**src/rtl/mem_port_arbiter.sv**
```systemverilog
// Round-robin arbiter and byte-serial sequencer sharing one byte-wide memory
// port between a 4-byte fetch requester and an 8-byte load/store requester.
module mem_port_arbiter #(
  parameter int ADDR_W    = 64,
  parameter int MEM_BYTES = 524288
) (
  input  logic              clk,
  input  logic              reset,
  input  logic              if_req,
  input  logic [ADDR_W-1:0] if_addr,
  output logic              if_ack,
  output logic [31:0]       if_rdata,
  input  logic              d_req,
  input  logic              d_we,
  input  logic [ADDR_W-1:0] d_addr,
  input  logic [63:0]       d_wdata,
  output logic              d_ack,
  output logic [63:0]       d_rdata,
  output logic              err,
  output logic              busy,
  output logic              mem_en,
  output logic              mem_we,
  output logic [ADDR_W-1:0] mem_addr,
  output logic [7:0]        mem_wdata,
  input  logic [7:0]        mem_rdata
);

  // Handshake: a requester holds req high with stable operands until it sees
  // a one-cycle ack, then drops req on that same edge; ack is never retracted.

  localparam logic [1:0] S_IDLE  = 2'd0;
  localparam logic [1:0] S_XFER  = 2'd1;
  localparam logic [1:0] S_DRAIN = 2'd2;
  localparam logic [1:0] S_ACK   = 2'd3;

  localparam logic [ADDR_W-1:0] MEM_SIZE = ADDR_W'(MEM_BYTES);

  logic [1:0]        state;
  logic [ADDR_W-1:0] base;
  logic              we_q;
  logic [63:0]       wdata_q;
  logic [3:0]        len_q;
  logic [3:0]        cnt;
  logic              gnt_data;
  logic              last_data;
  logic              err_q;
  logic [63:0]       rbuf;

  logic              pick_data;
  logic [3:0]        sel_len;
  logic [ADDR_W-1:0] sel_base;
  logic              sel_ok;
  logic              capture;
  logic [3:0]        rd_idx;

  // Both requesting: the side not granted last wins.
  assign pick_data = d_req & (~if_req | ~last_data);
  assign sel_len   = pick_data ? 4'd8 : 4'd4;
  assign sel_base  = pick_data ? d_addr : if_addr;
  assign sel_ok    = sel_base <= (MEM_SIZE - {{(ADDR_W-4){1'b0}}, sel_len});

  // The synchronous memory returns each byte one cycle late, so byte cnt-1
  // lands while cnt is strobing; DRAIN (cnt == len) picks up the last one.
  assign capture = ~we_q & (((state == S_XFER) & (cnt != 4'd0)) | (state == S_DRAIN));
  assign rd_idx  = cnt - 4'd1;

  always_ff @(posedge clk or negedge reset) begin
    if (!reset) begin
      state     <= S_IDLE;
      base      <= '0;
      we_q      <= 1'b0;
      wdata_q   <= '0;
      len_q     <= '0;
      cnt       <= '0;
      gnt_data  <= 1'b0;
      last_data <= 1'b1;
      err_q     <= 1'b0;
      rbuf      <= '0;
    end else begin
      case (state)
        S_IDLE: begin
          if (if_req | d_req) begin
            gnt_data  <= pick_data;
            last_data <= pick_data;
            base      <= sel_base;
            we_q      <= pick_data & d_we;
            wdata_q   <= pick_data ? d_wdata : 64'd0;
            len_q     <= sel_len;
            cnt       <= 4'd0;
            rbuf      <= '0;
            err_q     <= ~sel_ok;
            state     <= sel_ok ? S_XFER : S_ACK;
          end
        end
        S_XFER: begin
          cnt <= cnt + 4'd1;
          if (cnt == len_q - 4'd1) state <= S_DRAIN;
        end
        S_DRAIN: state <= S_ACK;
        default: state <= S_IDLE;
      endcase
      if (capture) rbuf[{rd_idx[2:0], 3'b000} +: 8] <= mem_rdata;
    end
  end

  assign busy      = state != S_IDLE;
  assign mem_en    = state == S_XFER;
  assign mem_we    = mem_en & we_q;
  assign mem_addr  = mem_en ? (base + {{(ADDR_W-4){1'b0}}, cnt}) : '0;
  assign mem_wdata = mem_en ? wdata_q[{cnt[2:0], 3'b000} +: 8] : 8'd0;
  assign if_ack    = (state == S_ACK) & ~gnt_data;
  assign d_ack     = (state == S_ACK) & gnt_data;
  assign err       = (state == S_ACK) & err_q;
  assign if_rdata  = if_ack ? rbuf[31:0] : 32'd0;
  assign d_rdata   = (d_ack & ~we_q) ? rbuf : 64'd0;

endmodule

```
**config.mk**
```make
export PLATFORM = sky130hd
export DESIGN_NAME = mem_port_arbiter
export DESIGN_NICKNAME = d
export VERILOG_FILES = /design/src/rtl/mem_port_arbiter.sv
export SDC_FILE = /design/constraint.sdc
export NUM_CORES = 1
export LEC_CHECK = 0
export ABC_AREA = 1
export CAP_MARGIN = 20
export CORE_MARGIN = 5
export CORE_UTILIZATION = 45
export CTS_CLUSTER_SIZE = 28
export DETAILED_ROUTE_END_ITERATION = 7
export PLACE_DENSITY = 0.75
export REMOVE_ABC_BUFFERS = 1
export SLEW_MARGIN = 0
export SYNTH_ARGS = -nofsm -noshare
export SYNTH_HDL_FRONTEND = slang
export SYNTH_SLANG_ARGS = --single-unit
```
**constraint.sdc**
```tcl
create_clock -name clk -period 5.17 [get_ports clk]
set_input_delay 0.7755 -clock clk [delete_from_list [all_inputs] [get_ports clk]]
set_output_delay 0.7755 -clock clk [all_outputs]
set_load 0.02 [all_outputs]
```
# == Word-level counts from Yosys, hierarchy flattened ==
# Cells that the tools add are included.
# op_classes
bitwise,17
shift,3
n_mux,17
addsub,6
n_reduce_logical,7
div,0
magnitude_cmp,1
n_eq_ne,6
n_mul,0
# op_table
cell,n
64-bit two-way mux,7
64-bit by 4-bit adder with 64-bit output,1
64-bit bitwise mux,1
64-bit <= comparator,1
"8-bit by 8-bit variable shift with 64-bit output, first input constant",1
64-bit by 7-bit indexed part select with 8-bit output,1
8-bit by 8-bit indexed part select with 64-bit output,1
32-bit two-way mux,1
"20-bit by 4-bit subtractor with 21-bit output, first input constant",1
1-bit bitwise AND,9
4-bit two-way mux,2
8-bit two-way mux,1
6-bit negator with 8-bit output,1
4-bit case mux with 2 select lines,1
2-bit two-way mux,3
2-bit case mux with 3 select lines,1
2-bit AND reduction,3
1-bit inverter,5
"4-bit by 1-bit adder with 4-bit output, second input constant",1
"2-bit == test, second input constant",2
4-bit == test,1
2-bit nonzero test,2
4-bit nonzero test,1
"4-bit by 1-bit subtractor with 4-bit output, second input constant",1
6 further kinds,8
# totals
out_inout_bits,174
mem_count,0
word_cells,67
mem_bits_rw,0
regBits,206
inputBits,205
latchBits,0
mem_bits_ro,0

# == Longest topological paths before layout ==
# logic_depth
word_depth,9
mapped_depth,17
ltp_nobuf,15

# == Worst setup path after synthesis ==
# OpenSTA, ideal clock, no wires.
# synth_timing
path_kind,flip-flop to output port
from,register cnt[0]
to,output port mem_addr[62]
path_stages_with_launch,13
arrival_time_ns,2.105
setup_slack_ns,2.290
n_path_buf,0
cell_sequence,dfrtp_1 ha_1 fa_1 nand3_1 nand2_2 nand2_2 nor2_4 inv_2 or2_4 nor2_4 nand4_1 xor2_1 nor2_1
# synth_between
elab_chain_len,2
# synth_rtl
element,line_no,rtl
from (decl),43,logic [3:0] cnt;
from (signal assigned),96,cnt <= cnt + 4'd1;
64-bit by 4-bit adder with 64-bit output,109,"assign mem_addr = mem_en ? (base + {{(ADDR_W-4){1'b0}}, cnt}) : '0;"
64-bit two-way mux,109,
to (decl),23,"output logic [ADDR_W-1:0] mem_addr,"
# No other way between the ends.

# == Worst setup path in the final report ==
# layout_timing
from,register cnt[2]
to,output port mem_addr[59]
# The elaborated chain is that of the path after synthesis.

==> flow_summary.html <==
<table>
<tr><th>Metric</th><th>Value</th></tr>
<tr><th colspan="2">Worst setup path</th></tr>
<tr><td>Worst setup path start</td><td>cnt[2]$_DFFE_PN0P_</td></tr>
<tr><td>Setup Crit Path Kind</td><td>reg -&gt; out</td></tr>
<tr><td>Required time worst endpoint</td><td>4390 ps</td></tr>
<tr><td>Crit path max fanout</td><td>14</td></tr>
<tr><td>Sort of element at the end of the critical path</td><td>output port</td></tr>
<tr><td>WP data arrival</td><td>3710 ps</td></tr>
<tr><td>Startpoint of the lowest-slack register-to-register path</td><td>cnt[1]$_DFFE_PN0P_</td></tr>
<tr><td>Kind of start point of the critical path</td><td>flip-flop</td></tr>
<tr><th colspan="2">Detailed routing</th></tr>
<tr><td>Drt first-iter violations</td><td>1,218</td></tr>
<tr><td>Detailed-route DRC error count</td><td>0</td></tr>
<tr><td>Antenna violation net count after detailed routing</td><td>0</td></tr>
<tr><td>First-pass iteration count of the detailed router</td><td>5</td></tr>
<tr><td>Total wirelength of the detailed-routed design</td><td>45.3 mm</td></tr>
<tr><td>Via-to-Cell Ratio</td><td>5.34</td></tr>
<tr><td>Wire length per cell</td><td>18.0 µm</td></tr>
<tr><td>Total vias in the final route</td><td>13,400</td></tr>
<tr><th colspan="2">CTS</th></tr>
<tr><td>CTS Sinks</td><td>203</td></tr>
<tr><td>Deepest clock path buffer count</td><td>3</td></tr>
<tr><td>Htree depth</td><td>1</td></tr>
<tr><td>Worst-skew pair later-pin latency</td><td>520 ps</td></tr>
<tr><td>TritonCTS clock tree</td><td>done</td></tr>
<tr><td>Number of buffers added to fix hold violations after cts</td><td>0</td></tr>
<tr><td>CTS Buf Count</td><td>24</td></tr>
<tr><td>Cell at the root of the clock tree</td><td>sky130_fd_sc_hd__clkbuf_16</td></tr>
<tr><td>Clock-pin transition on the worst setup and hold timing paths</td><td>60 ps</td></tr>
<tr><td>Setup Buffers After CTS</td><td>0</td></tr>
<tr><td>Number of gates given a new drive strength after cts</td><td>0</td></tr>
<tr><th colspan="2">Synthesis</th></tr>
<tr><td>Proportion of synthesized chip area in sequential cells</td><td>0.401</td></tr>
<tr><td>Number of different library cells in the post-synthesis netlist</td><td>43</td></tr>
<tr><td>Total of warnings raised by yosys</td><td>0</td></tr>
<tr><td>Asr flop ratio synth</td><td>1.00</td></tr>
<tr><td>Cell area after technology mapping</td><td>12,700 µm²</td></tr>
<tr><td>Primary flip-flop cell chosen by synthesis mapping</td><td>sky130_fd_sc_hd__dfrtp_1</td></tr>
<tr><td>FF+latch count, synth</td><td>203</td></tr>
<tr><td>Number of enable flip-flop cells after synthesis</td><td>0</td></tr>
<tr><td>Gate count after technology mapping</td><td>1,795</td></tr>
<tr><td>Post-Synthesis Mean Instance Area</td><td>7.05 µm²</td></tr>
<tr><th colspan="2">GRT</th></tr>
<tr><td>Sum of overflow across all layers after global routing</td><td>0</td></tr>
<tr><td>First-pass GRT wire length</td><td>70.2 mm</td></tr>
<tr><td>Pin count of the biggest net entering global routing</td><td>156</td></tr>
<tr><td>Vias in the first global route</td><td>13,000</td></tr>
<tr><td>Overall Global Routing Usage</td><td>0.278</td></tr>
<tr><td>Initial antenna violation count</td><td>1</td></tr>
<tr><th colspan="2">Floorplan</th></tr>
<tr><td>Site row count</td><td>61</td></tr>
<tr><td>Die height</td><td>178 µm</td></tr>
<tr><td>Core area</td><td>27,800 µm²</td></tr>
<tr><td>Die Area</td><td>31,600 µm²</td></tr>
<tr><td>Chip width</td><td>178 µm</td></tr>
<tr><td>IO Count</td><td>379</td></tr>
<tr><td>Initial cell density of the core</td><td>0.456</td></tr>
<tr><th colspan="2">Timing</th></tr>
<tr><td>Total Neg Setup Slack</td><td>0 ps</td></tr>
<tr><td>Maximum clock frequency</td><td>0.223 GHz</td></tr>
<tr><td>Headroom to the max-slew limit</td><td>0.289</td></tr>
<tr><td>Min Clock Period, post-route</td><td>4490 ps</td></tr>
<tr><td>Post-route setup slack</td><td>684 ps</td></tr>
<tr><td>Period utilisation layout</td><td>0.868</td></tr>
<tr><td>Final setup fails</td><td>0</td></tr>
<tr><td>Final-report max-slew violation count</td><td>0</td></tr>
<tr><td>Unrepaired setup endpoints after global routing</td><td>false</td></tr>
<tr><td>Slew of the pin with the lowest slew margin</td><td>1060 ps</td></tr>
<tr><td>Worst clock skew</td><td>10.4 ps</td></tr>
<tr><td>Count of endpoints failing hold in the final timing report</td><td>0</td></tr>
<tr><th colspan="2">Placement</th></tr>
<tr><td>Cell Area, Placed</td><td>16,700 µm²</td></tr>
<tr><td>Setup WS pre-CTS</td><td>1230 ps</td></tr>
<tr><td>Routability cong.</td><td>0.983</td></tr>
<tr><td>Count of input and output buffers</td><td>378</td></tr>
<tr><td>HPWL after DPL</td><td>34.0 mm</td></tr>
<tr><th colspan="2">Finish</th></tr>
<tr><td>Post-layout nets</td><td>2,344</td></tr>
<tr><td>Area growth from synthesis to layout</td><td>38.2%</td></tr>
<tr><td>Final Cell Area</td><td>17,500 µm²</td></tr>
<tr><td>Layout cells sized above 1</td><td>0.0393</td></tr>
<tr><td>Fill cell total of the finished layout</td><td>2,622</td></tr>
<tr><th colspan="2">Flow run</th></tr>
<tr><td>Max-cap viol count</td><td>0</td></tr>
<tr><th colspan="2">Status</th></tr>
<tr><td>Outcome</td><td>complete, no violations</td></tr>
<tr><th colspan="2">Power and ir drop</th></tr>
<tr><td>Static leakage</td><td>7.29 nW</td></tr>
<tr><td>Largest vdd supply drop</td><td>0.316 mV</td></tr>
<tr><td>Cell area power density</td><td>467 nW/µm²</td></tr>
<tr><th colspan="2">Worst hold path</th></tr>
<tr><td>Worst Hold Class</td><td>in -&gt; async</td></tr>
</table>
## where the power goes
group / switching, mW / internal [mW]
sequential: 0.544 / 2.17
clock: 0.684 / 1.04
combinational: 2.37 / 1.37
total: 3.60 / 4.57
## cell usage in the layout (no fill, tap or decap), types with 3 or more instances in the layout
cell type	n
sky130_fd_sc_hd__a21oi_1	52
sky130_fd_sc_hd__a22o_1	32
sky130_fd_sc_hd__a31oi_1	20
sky130_fd_sc_hd__buf_4	11
sky130_fd_sc_hd__clkbuf_1	4
sky130_fd_sc_hd__clkbuf_16	25
sky130_fd_sc_hd__clkbuf_8	5
sky130_fd_sc_hd__clkdlybuf4s50_1	376
sky130_fd_sc_hd__clkinv_2	4
sky130_fd_sc_hd__dfrtp_1	202
sky130_fd_sc_hd__ha_1	17
sky130_fd_sc_hd__inv_1	231
sky130_fd_sc_hd__inv_2	4
sky130_fd_sc_hd__mux2i_1	11
sky130_fd_sc_hd__nand2_1	351
sky130_fd_sc_hd__nand2_2	3
sky130_fd_sc_hd__nand3_1	130
sky130_fd_sc_hd__nand3b_1	24
sky130_fd_sc_hd__nand4_1	39
sky130_fd_sc_hd__nor2_1	258
sky130_fd_sc_hd__nor2_2	5
sky130_fd_sc_hd__nor2_4	6
sky130_fd_sc_hd__nor3_1	24
sky130_fd_sc_hd__nor4_1	6
sky130_fd_sc_hd__o21ai_0	204
sky130_fd_sc_hd__o21ai_1	8
sky130_fd_sc_hd__o31ai_1	9
sky130_fd_sc_hd__xnor2_1	12
sky130_fd_sc_hd__xor2_1	34
## worst max-delay path, stage by stage, from the launching register on
cell and delay [ps]:
sky130_fd_sc_hd__dfrtp_1 720, sky130_fd_sc_hd__ha_1 420, sky130_fd_sc_hd__nand2_1 130, sky130_fd_sc_hd__nand3_2 140
sky130_fd_sc_hd__a31oi_1 650, sky130_fd_sc_hd__nor2_1 170, sky130_fd_sc_hd__and3_1 200, sky130_fd_sc_hd__nor3_1 120
sky130_fd_sc_hd__clkdlybuf4s50_1 640
## layout make-up
cell class,count,area [µm²],area share
antenna,1,2.50,0.000143
sequential,203,5080,0.290
timing repair buffer,392,3930,0.225
inverter,238,896,0.0512
tap,378,473,0.0270
clock inverter,9,104,0.00593
clock buffer,33,696,0.0398
multi-input combinational,1262,6310,0.361
## per-stage QoR
step                hold WS [ps]   util  cells  total power [mW]
detailed placement           462  0.600   2472              6.41
global route                 400  0.630   2516              8.72
finish                       315  0.630   2516              8.17
CTS                          357  0.629   2514              8.16
floorplan                    444      -   1703              4.88
global placement             453  0.600   2472              6.33
## cells in the mapped netlist (2+ instances only)
master,instances,area [µm²]
sky130_fd_sc_hd__dfrtp_1,202,5050
sky130_fd_sc_hd__nor2_1,260,976
sky130_fd_sc_hd__nor2_4,4,45.0
sky130_fd_sc_hd__xnor2_1,12,105
sky130_fd_sc_hd__ha_1,17,213
sky130_fd_sc_hd__xor2_1,34,298
sky130_fd_sc_hd__nor3_2,2,20.0
sky130_fd_sc_hd__buf_1,6,22.5
sky130_fd_sc_hd__mux2i_1,11,110
sky130_fd_sc_hd__a31oi_1,20,125
sky130_fd_sc_hd__nor3b_1,2,15.0
sky130_fd_sc_hd__a22o_1,32,280
sky130_fd_sc_hd__nand3_2,2,20.0
sky130_fd_sc_hd__o21ai_0,204,1020
sky130_fd_sc_hd__inv_1,231,867
sky130_fd_sc_hd__nand4_1,39,244
sky130_fd_sc_hd__nand2_1,352,1320
sky130_fd_sc_hd__nand2_2,3,18.8
sky130_fd_sc_hd__clkbuf_1,61,229
sky130_fd_sc_hd__nor3_1,24,120
sky130_fd_sc_hd__nor4_1,6,37.5
sky130_fd_sc_hd__nand3b_1,24,180
sky130_fd_sc_hd__o31ai_1,9,67.6
sky130_fd_sc_hd__nand3_1,130,651
sky130_fd_sc_hd__buf_2,22,110
sky130_fd_sc_hd__buf_6,2,22.5
sky130_fd_sc_hd__inv_2,5,18.8
sky130_fd_sc_hd__o21ai_1,8,40.0
sky130_fd_sc_hd__clkinv_1,2,7.51
sky130_fd_sc_hd__a21oi_1,52,260
sky130_fd_sc_hd__nor2_2,5,31.3
## final timing paths
kind                                               to  slack, ps  depth (start not counted)
max in group asynchronous         base[5]$_DFFE_PN0P_       3790                          2
worst min-delay path               rbuf[13]$_DFF_PN0_        310                          1
worst max register to register     rbuf[13]$_DFF_PN0_       1430                          7
worst max-delay path                     mem_addr[59]        680                          8
min in group clk                last_data$_DFFE_PN1P_        470                          2
worst min register to register  last_data$_DFFE_PN1P_        470                          2
## cells by family (layout without fill, tap and decap cells)
group,count (synthesis),in the layout,synth area share
adder cells (fa/ha/maj),18,18,0.0184
AO/OA/AOI/OAI,330,330,0.145
buffers and inverters,330,672,0.102
XOR/XNOR,46,46,0.0318
other,0,1,0
flip-flops,203,203,0.401
AND/OR/NAND/NOR,857,857,0.293
multiplexers,11,11,0.00870
## state kept, by name, summed over array words and instances (netlist names)
name,flops
base,64
rbuf,64
wdata_q,64
cnt,4
len_q,2
state,2
err_q,1
last_data,1
we_q,1
## layer usage
layer / part of all wire / vias up / GRT usage
met1: 0.42 / 6317 / 0.377
li1: - / 6473 / -
met3: 0.081 / 80 / 0.0479
met4: 0.027 / 0 / 0.0767
met5: 0 / - / 0
met2: 0.47 / 562 / 0.459
(Power assumes the default switching activity.)
